`src/rtl/write_back_unit_if.sv`:
```
// MEM/WB -> writeback handshake bus.
interface write_back_unit_if #(
  parameter int DATA_W = 16,
  parameter int ADDR_W = 3
);
  logic              wb_valid;
  logic              wb_ready;
  logic              wb_reg_write;
  logic              wb_mem_to_reg;
  logic              wb_dual;
  logic [ADDR_W-1:0] wb_dst1;
  logic [ADDR_W-1:0] wb_dst2;
  logic [DATA_W-1:0] alu_result;
  logic [DATA_W-1:0] mem_data;
  logic [DATA_W-1:0] wb_data2;

  modport master (
    output wb_valid, wb_reg_write, wb_mem_to_reg, wb_dual,
    output wb_dst1, wb_dst2, alu_result, mem_data, wb_data2,
    input  wb_ready
  );

  modport slave (
    input  wb_valid, wb_reg_write, wb_mem_to_reg, wb_dual,
    input  wb_dst1, wb_dst2, alu_result, mem_data, wb_data2,
    output wb_ready
  );
endinterface

```
`src/rtl/write_back_unit.sv`:
```
// Writeback stage: drives the register-file write port, splitting
// dual-destination instructions into two sequential writes.
// Optional feature macro: WB_WRITE_COUNT_EN (retired-write counter on wr_count).
module write_back_unit #(
  parameter int DATA_W = 16,
  parameter int ADDR_W = 3
) (
  input  logic              clk,
  input  logic              reset,
  write_back_unit_if.slave  wb,
  output logic              register_write,
  output logic [ADDR_W-1:0] write_addr,
  output logic [DATA_W-1:0] write_data,
  output logic [15:0]       wr_count
);

  typedef enum logic {IDLE, SECOND} state_t;

  state_t            state_q, state_d;
  logic              rw_d;
  logic [ADDR_W-1:0] addr_d, hold_addr_q, hold_addr_d;
  logic [DATA_W-1:0] data_d, hold_data_q, hold_data_d;

  assign wb.wb_ready = (state_q == IDLE);

  always_ff @(posedge clk or posedge reset) begin
    if (reset) begin
      state_q        <= IDLE;
      register_write <= 1'b0;
      write_addr     <= '0;
      write_data     <= '0;
      hold_addr_q    <= '0;
      hold_data_q    <= '0;
    end else begin
      state_q        <= state_d;
      register_write <= rw_d;
      write_addr     <= addr_d;
      write_data     <= data_d;
      hold_addr_q    <= hold_addr_d;
      hold_data_q    <= hold_data_d;
    end
  end

  // Next-state and next registered outputs; address/data hold when no write issues.
  always_comb begin
    state_d     = state_q;
    rw_d        = 1'b0;
    addr_d      = write_addr;
    data_d      = write_data;
    hold_addr_d = hold_addr_q;
    hold_data_d = hold_data_q;
    case (state_q)
      IDLE: begin
        if (wb.wb_valid && wb.wb_reg_write) begin
          rw_d   = 1'b1;
          addr_d = wb.wb_dst1;
          data_d = wb.wb_mem_to_reg ? wb.mem_data : wb.alu_result;
          if (wb.wb_dual) begin
            hold_addr_d = wb.wb_dst2;
            hold_data_d = wb.wb_data2;
            state_d     = SECOND;
          end
        end
      end
      SECOND: begin
        rw_d    = 1'b1;
        addr_d  = hold_addr_q;
        data_d  = hold_data_q;
        state_d = IDLE;
      end
      default: state_d = IDLE;
    endcase
  end

`ifdef WB_WRITE_COUNT_EN
  // Counts with the next-state write enable so it steps on the edge register_write rises for each write.
  always_ff @(posedge clk or posedge reset) begin
    if (reset) wr_count <= '0;
    else if (rw_d) wr_count <= wr_count + 16'd1;
  end
`else
  assign wr_count = '0;
`endif

endmodule

```
`src/flat_wrapper.sv`:
```
// flat-port wrapper written by rule: the top's interface ports become plain ports
module write_back_unit_flat 
#(
  parameter int DATA_W = 16,
  parameter int ADDR_W = 3
)
  (clk, reset, register_write, write_addr, write_data, wr_count, wb_wb_valid, wb_wb_reg_write, wb_wb_mem_to_reg, wb_wb_dual, wb_wb_dst1, wb_wb_dst2, wb_alu_result, wb_mem_data, wb_wb_data2, wb_wb_ready);
  write_back_unit_if #(.DATA_W(DATA_W), .ADDR_W(ADDR_W)) wb_i ();
  input  logic clk;
  input  logic reset;
  output logic register_write;
  output logic [ADDR_W-1:0] write_addr;
  output logic [DATA_W-1:0] write_data;
  output logic [15:0] wr_count;
  input wire logic [$bits(wb_i.wb_valid)-1:0] wb_wb_valid;
  input wire logic [$bits(wb_i.wb_reg_write)-1:0] wb_wb_reg_write;
  input wire logic [$bits(wb_i.wb_mem_to_reg)-1:0] wb_wb_mem_to_reg;
  input wire logic [$bits(wb_i.wb_dual)-1:0] wb_wb_dual;
  input wire logic [$bits(wb_i.wb_dst1)-1:0] wb_wb_dst1;
  input wire logic [$bits(wb_i.wb_dst2)-1:0] wb_wb_dst2;
  input wire logic [$bits(wb_i.alu_result)-1:0] wb_alu_result;
  input wire logic [$bits(wb_i.mem_data)-1:0] wb_mem_data;
  input wire logic [$bits(wb_i.wb_data2)-1:0] wb_wb_data2;
  output wire logic [$bits(wb_i.wb_ready)-1:0] wb_wb_ready;
  assign wb_i.wb_valid = wb_wb_valid;
  assign wb_i.wb_reg_write = wb_wb_reg_write;
  assign wb_i.wb_mem_to_reg = wb_wb_mem_to_reg;
  assign wb_i.wb_dual = wb_wb_dual;
  assign wb_i.wb_dst1 = wb_wb_dst1;
  assign wb_i.wb_dst2 = wb_wb_dst2;
  assign wb_i.alu_result = wb_alu_result;
  assign wb_i.mem_data = wb_mem_data;
  assign wb_i.wb_data2 = wb_wb_data2;
  assign wb_wb_ready = wb_i.wb_ready;
  write_back_unit #(.DATA_W(DATA_W), .ADDR_W(ADDR_W)) u_core (.clk(clk), .reset(reset), .wb(wb_i), .register_write(register_write), .write_addr(write_addr), .write_data(write_data), .wr_count(wr_count));
endmodule
```
`config.mk`:
```
export PLATFORM = sky130hd
export DESIGN_NAME = write_back_unit_flat
export DESIGN_NICKNAME = d
export VERILOG_FILES = /design/src/rtl/write_back_unit_if.sv /design/src/rtl/write_back_unit.sv /design/src/flat_wrapper.sv
export SDC_FILE = /design/constraint.sdc
export NUM_CORES = 1
export LEC_CHECK = 0
export BUFFER_PORTS_ARGS = -buffer_cell sky130_fd_sc_hd__buf_2
export CORE_ASPECT_RATIO = 0.75
export CORE_UTILIZATION = 46
export CTS_BUF_LIST = sky130_fd_sc_hd__clkbuf_8 sky130_fd_sc_hd__clkbuf_16
export DETAILED_ROUTE_END_ITERATION = 10
export PLACE_DENSITY = 0.83
export SYNTH_ARGS = -nofsm -noshare
export SYNTH_HDL_FRONTEND = slang
export SYNTH_SLANG_ARGS = --single-unit
```
`constraint.sdc`:
```
create_clock -name clk -period 1.4 [get_ports clk]
set_clock_uncertainty 0.15 [all_clocks]
set_input_delay 0.28 -clock clk [delete_from_list [all_inputs] [get_ports clk]]
set_output_delay 0.28 -clock clk [all_outputs]
set_load 0.01 [all_outputs]
```
==> results of run 1 <==
[worst register-to-register path, cell delays in order (launching register included)]
cell     delay (ns)
dfrtp_1        0.41
inv_2          0.10
buf_8          0.11
buf_4          0.20
o21ai_0        0.12
o21ai_0        0.18
[worst max-delay path by stage]
stage / start / to / depth (start not counted)
after global placement: wb_wb_valid / u_core.hold_data_q[3] / 5
after detailed placement: wb_wb_valid / u_core.hold_data_q[7] / 5
after floorplan: wb_wb_valid / u_core.hold_data_q[10] / 5
after global routing: u_core.state_q / wb_wb_ready / 3
final: u_core.state_q / wb_wb_ready / 3
after CTS: u_core.state_q / wb_wb_ready / 3
[cell usage in the layout, fill, tap and decap left out]
cell type,count
nand3_4,1
buf_4,4
and2b_1,6
dlygate4sd3_1,1
dfrtp_1,40
inv_1,2
inv_2,1
clkinv_2,1
buf_8,1
buf_2,79
o21ai_0,34
clkinv_1,1
nor2b_1,10
mux2_4,19
bufinv_16,1
nand2_1,21
o21ai_1,1
clkbuf_8,5
conb_1,16
mux2i_1,3
buf_12,5
and2_1,1
buf_6,1
a211oi_1,16
[power breakdown]
group | switching (mW) | internal, mW
logic | 0.308 | 0.389
registers | 0.120 | 1.37
clock network | 0.383 | 0.522
[metal layers]
metal	up-vias	part of all wire	GRT usage
met3	6	0.061	0.0569
met2	72	0.45	0.340
met5	-	0	0
met4	0	0.012	0.0741
met1	783	0.47	0.273
li1	770	-	-
[logic make-up (layout without fill, tap and decap cells)]
kind of cell / count (synthesis) / in the layout / share of synthesized area
compound gates: 51 / 51 / 0.146
flops: 40 / 40 / 0.495
simple gates: 39 / 39 / 0.104
other cells: 1 / 16 / 0.00186
mux: 22 / 22 / 0.156
buf+inv: 30 / 102 / 0.0966
[repair_timing]
| item | CTS | global route |
|---|---|---|
| endpoints found under the setup margin | 1 | 6 |
| hold buffers | 1 | 0 |
| buffers inserted | 1 | 0 |
| gates resized for setup | 3 | 1 |
| hold endpoints to repair | 40 | 0 |
[sequential cells by signal (all words and copies together) (netlist names)]
name and flops:
u_core.register_write 1, u_core.write_addr 3, u_core.state_q 1, u_core.hold_data_q 16
u_core.write_data 16, u_core.hold_addr_q 3
[area by class of cell]
type	instances	share of cell area
inverters	3	0.00428
well taps	55	0.0262
clock inverters	3	0.0147
clock buffers	5	0.0262
multi-input cells	128	0.335
flip-flops and latches	40	0.380
repair buffers	91	0.214
==> flow_summary.json, run 1 <==
{
  "antenna_left": 0,
  "synth_area_mm2": 0.00202,
  "drc": 0,
  "min_from": "wb_wb_data2[5]",
  "overflow": 0,
  "crit_slowest_cell": "dfrtp_1",
  "ys_seq_elements": 40,
  "ios": 97,
  "pre_cts_ws_ns": -0.0475,
  "place.gp.congestion": 0.736,
  "p_per_area_mw_per_mm2": 1180,
  "r2r_cells": 5,
  "crit_family": "flip-flops",
  "rsz0062_at_grt": "yes",
  "multi_input_area_um2": 881,
  "fin_area_mm2": 0.00263,
  "hold_path_class": "in -> reg",
  "grt_use_total": 0.210,
  "cap_violations": 0,
  "worstSkewPairLatency_ns": 0.29,
  "post-route-min-period_ns": 1.42,
  "clock_path_buffers": 2,
  "fp.coreArea_mm2": 0.00413,
  "initial_core_util": 0.489,
  "whs_endpoint": "u_core.hold_data_q[5]",
  "cts_root_buf": "clkbuf_8",
  "required_ns": 0.97,
  "maxSlewViolCount": 0,
  "dp_hpwl_um": 3200,
  "finalSetupViolCount": 1,
  "cts.sinks": 40,
  "worst-path-max-fanout": 2,
  "async_flop_share": 1.00,
  "crit_path_cell_trace": "inv_2, buf_8, buf_6",
  "setup_tns_ns": -0.0225,
  "die_area_mm2": 0.00466,
  "whs_path_depth": 2,
  "yosysUniqueCellTypes": 17,
  "start_kind": "flip-flop",
  "drtPass1Iterations": 4,
  "wl_per_cell_um": 14.0,
  "ys_warn_count": 0,
  "total_power_mw": 3.09,
  "grt_pass1_wl_um": 7180,
  "wirelength_um": 4560,
  "synth_top_area_cell": "dfrtp_1",
  "fin_hold_ws_ns": 0.0694,
  "timing.rr.end": "u_core.write_data[0]",
  "peakVddDrop_mv": 0.777,
  "synth_top_area_frac": 0.495,
  "synth.area.top_cells": "dfrtp_1 50%, mux2_4 14%, o21ai_0 8.7%, buf_4 6.3%, a211oi_1 5.9%",
  "fmax_mhz": 703,
  "dr_total_vias": 1631,
  "fillCellCount": 342,
  "die_y_um": 59.4,
  "area_delta_synth_final_pct": 30.2,
  "ys_seq_area_frac": 0.495,
  "synthTopCellsByCount": "40 x dfrtp_1, 35 x o21ai_0, 21 x nand2_1",
  "cp_num_buf_inv": 3,
  "synth_flop_cell": "dfrtp_1",
  "nets": 329,
  "syn_area_per_cell_um2": 11.0,
  "p_leak_nw": 1.33,
  "violations": "setup timing",
  "rrSetupSlack_ns": 0.04,
  "fin_ws_ns": -0.0225,
  "dieWidth_um": 78.5,
  "slowest_delay_ns": 0.41,
  "post-route-util": 0.637,
  "cts.clk_slew.worst_paths_ns": 0.08,
  "yosysMostFrequentCell": "dfrtp_1",
  "worst-endpoint-arrival_ns": 0.99,
  "io_buffers": 80,
  "h-tree-depth": 2,
  "cts_buffers": 5,
  "insertedDiodeCount": 0,
  "fin_crit_sh": 1.02,
  "place_area_mm2": 0.00249,
  "cts_tree": "done",
  "reg2reg_from": "u_core.state_q",
  "outcome": "finished, violations left",
  "antenna_found_initial": 0,
  "crit_type": "reg -> out",
  "dp.cells": 315,
  "grt_max_degree": 41,
  "syn_inst": 183,
  "drt_iter0_markers": 87,
  "regArea_mm2": 0.00100,
  "layout-drive-gt1-share": 0.437,
  "crit_path_end_kind": "output port",
  "via_per_inst": 5.02,
  "grt_pass1_vias": 1527,
  "rows": 20,
  "synth-edff-count": 0,
  "hold_viol_final": 0,
  "final_cells": 325
}
(Power assumes the default switching activity.)
==> run 2, diff against run 1 <==
- PLACE_DENSITY: 0.83 -> 0.9
==> run 2 against run 1 <==
Compared with the run above:
- the run now ends clean
- combinational power grew 1%
- worst setup slack gained 0.024 ns
- wire length grew 3.9%
- sequential power is essentially flat
- clock-buffer cell count grew 1
- die area is the same
- maximum frequency grew 1.7%
- global-route usage is essentially flat
- register-to-register slack lost 0.04 ns
- core utilization grew 0.61 points
- critical path type is now reg -> reg
- largest power group unchanged
==> flow_summary.json, run 2 (synthesis gave the netlist of run 1 again) <==
{
  "start_kind": "flip-flop",
  "dr_total_vias": 1640,
  "maxSlewViolCount": 0,
  "layout-drive-gt1-share": 0.453,
  "cts_buffers": 5,
  "ios": 97,
  "clock_path_buffers": 2,
  "crit_slowest_cell": "dfrtp_1",
  "p_leak_nw": 1.35,
  "die_area_mm2": 0.00466,
  "overflow": 0,
  "drtPass1Iterations": 4,
  "required_ns": 1.43,
  "rows": 20,
  "outcome": "completed",
  "post-route-min-period_ns": 1.40,
  "hold_path_class": "in -> reg",
  "dieWidth_um": 78.5,
  "insertedDiodeCount": 0,
  "wl_per_cell_um": 14.3,
  "worstSkewPairLatency_ns": 0.29,
  "largestRegisters": "u_core.hold_data_q (16), u_core.write_data (16)",
  "rsz0062_at_grt": "yes",
  "p_per_area_mw_per_mm2": 1120,
  "worst-endpoint-arrival_ns": 1.43,
  "slowest_delay_ns": 0.39,
  "nets": 335,
  "grt_use_total": 0.209,
  "finalSetupViolCount": 0,
  "cts.sinks": 40,
  "cap_violations": 0,
  "crit_type": "reg -> reg",
  "mostFrequentLayoutCell": "buf_2",
  "pre_cts_ws_ns": -0.0353,
  "fin_crit_sh": 0.999,
  "mostFrequentLayoutCells": "79 x buf_2, 40 x dfrtp_1, 35 x o21ai_0, 21 x nand2_1, 19 x mux2_4",
  "h-tree-depth": 2,
  "worst-path-max-fanout": 10,
  "hold_viol_final": 0,
  "via_per_inst": 4.95,
  "grt_pass1_vias": 1537,
  "post-route-util": 0.643,
  "drt_iter0_markers": 56,
  "total_power_mw": 2.99,
  "grt_pass1_wl_um": 7200,
  "wirelength_um": 4740,
  "io_buffers": 80,
  "antenna_left": 0,
  "crit_path_cell_trace": "inv_2, buf_6, nand3_4, buf_12, mux2_4",
  "die_y_um": 59.4,
  "initial_core_util": 0.489,
  "cp_num_buf_inv": 3,
  "fp.coreArea_mm2": 0.00413,
  "dp_hpwl_um": 3410,
  "fmax_mhz": 715,
  "cts.clk_slew.worst_paths_ns": 0.08,
  "place.gp.congestion": 0.736,
  "grt_max_degree": 41,
  "cts_root_buf": "clkbuf_8",
  "fin_ws_ns": 0.00117,
  "fin_hold_ws_ns": 0.0695,
  "area_delta_synth_final_pct": 31.5,
  "crit_family": "flip-flops",
  "crit_path_end_kind": "flip-flop",
  "drc": 0,
  "peakVddDrop_mv": 0.639,
  "cts_tree": "done",
  "antenna_found_initial": 0
}
run 2: changes by cell type in the layout (fill, tap and decap cells not counted):
| cell | before | now |
|---|---|---|
| buf_4 | 4 | 9 |
| inv_1 | 2 | 1 |
| o21ai_0 | 34 | 35 |
| buf_6 | 1 | 3 |
| bufinv_16 | 1 | 0 |
| o21ai_1 | 1 | 0 |
| clkinv_2 | 1 | 2 |
| buf_12 | 5 | 4 |
| clkbuf_8 | 5 | 6 |
run 2: final cells by class:
cell class | instances | area (µm²)
clock inverter | 2 | 10.0
tap | 55 | 68.8
sequential | 40 | 1000
timing repair buffer | 97 | 602
multi-input combinational | 128 | 881
fill | 345 | 1470
inverter | 3 | 11.3
clock buffer | 6 | 82.6
run 2: final timing paths:
kind                                         from               endpoint  slack, ns  cells after the start
setup / recovery                   u_core.state_q  u_core.hold_data_q[0]      0.001                      5
hold / removal                     wb_wb_data2[8]  u_core.hold_data_q[8]       0.07                      2
setup reg to reg                   u_core.state_q  u_core.hold_data_q[0]      0.001                      5
hold reg to reg            u_core.hold_data_q[10]  u_core.write_data[10]       0.35                      2
max in group asynchronous                   reset  u_core.write_data[10]       0.49                      4
min in group asynchronous                   reset   u_core.write_data[3]       0.41                      4
run 2: per-stage QoR:
stage               TNS, ns  std cells  cell area [µm²]
finish                    0        331             2660
global route         -0.371        331             2660
CTS                 -0.0171        328             2630
detailed placement   -0.451        317             2490
global placement    -0.0114        317             2490
floorplan                 0        198             2080
run 2: worst register-to-register path: stages, from the launching register on:
cell	delay, ns
dfrtp_1	0.39
inv_2	0.08
buf_6	0.11
nand3_4	0.10
buf_12	0.17
mux2_4	0.30
run 2: metal layers:
| metal | global-route usage | part of all wire | vias up |
|---|---|---|---|
| li1 | - | - | 780 |
| met1 | 0.280 | 0.47 | 777 |
| met2 | 0.343 | 0.47 | 75 |
| met3 | 0.0415 | 0.054 | 8 |
| met4 | 0.0741 | 0.015 | 0 |
| met5 | 0 | 0 | - |
run 2: what timing repair did:
action / 4_1_cts / 5_1_grt
cloned: 0 / 0
hold buffers: 1 / 0
endpoints found under the setup margin: 1 / 20
hold endpoints to repair: 40 / 0
resized for setup: 4 / 1
setup buffers: 2 / 3
run 2: where the power goes:
group	internal [mW]	switching [mW]
clock network	0.393	0.393
registers	1.37	0.127
logic	0.395	0.310
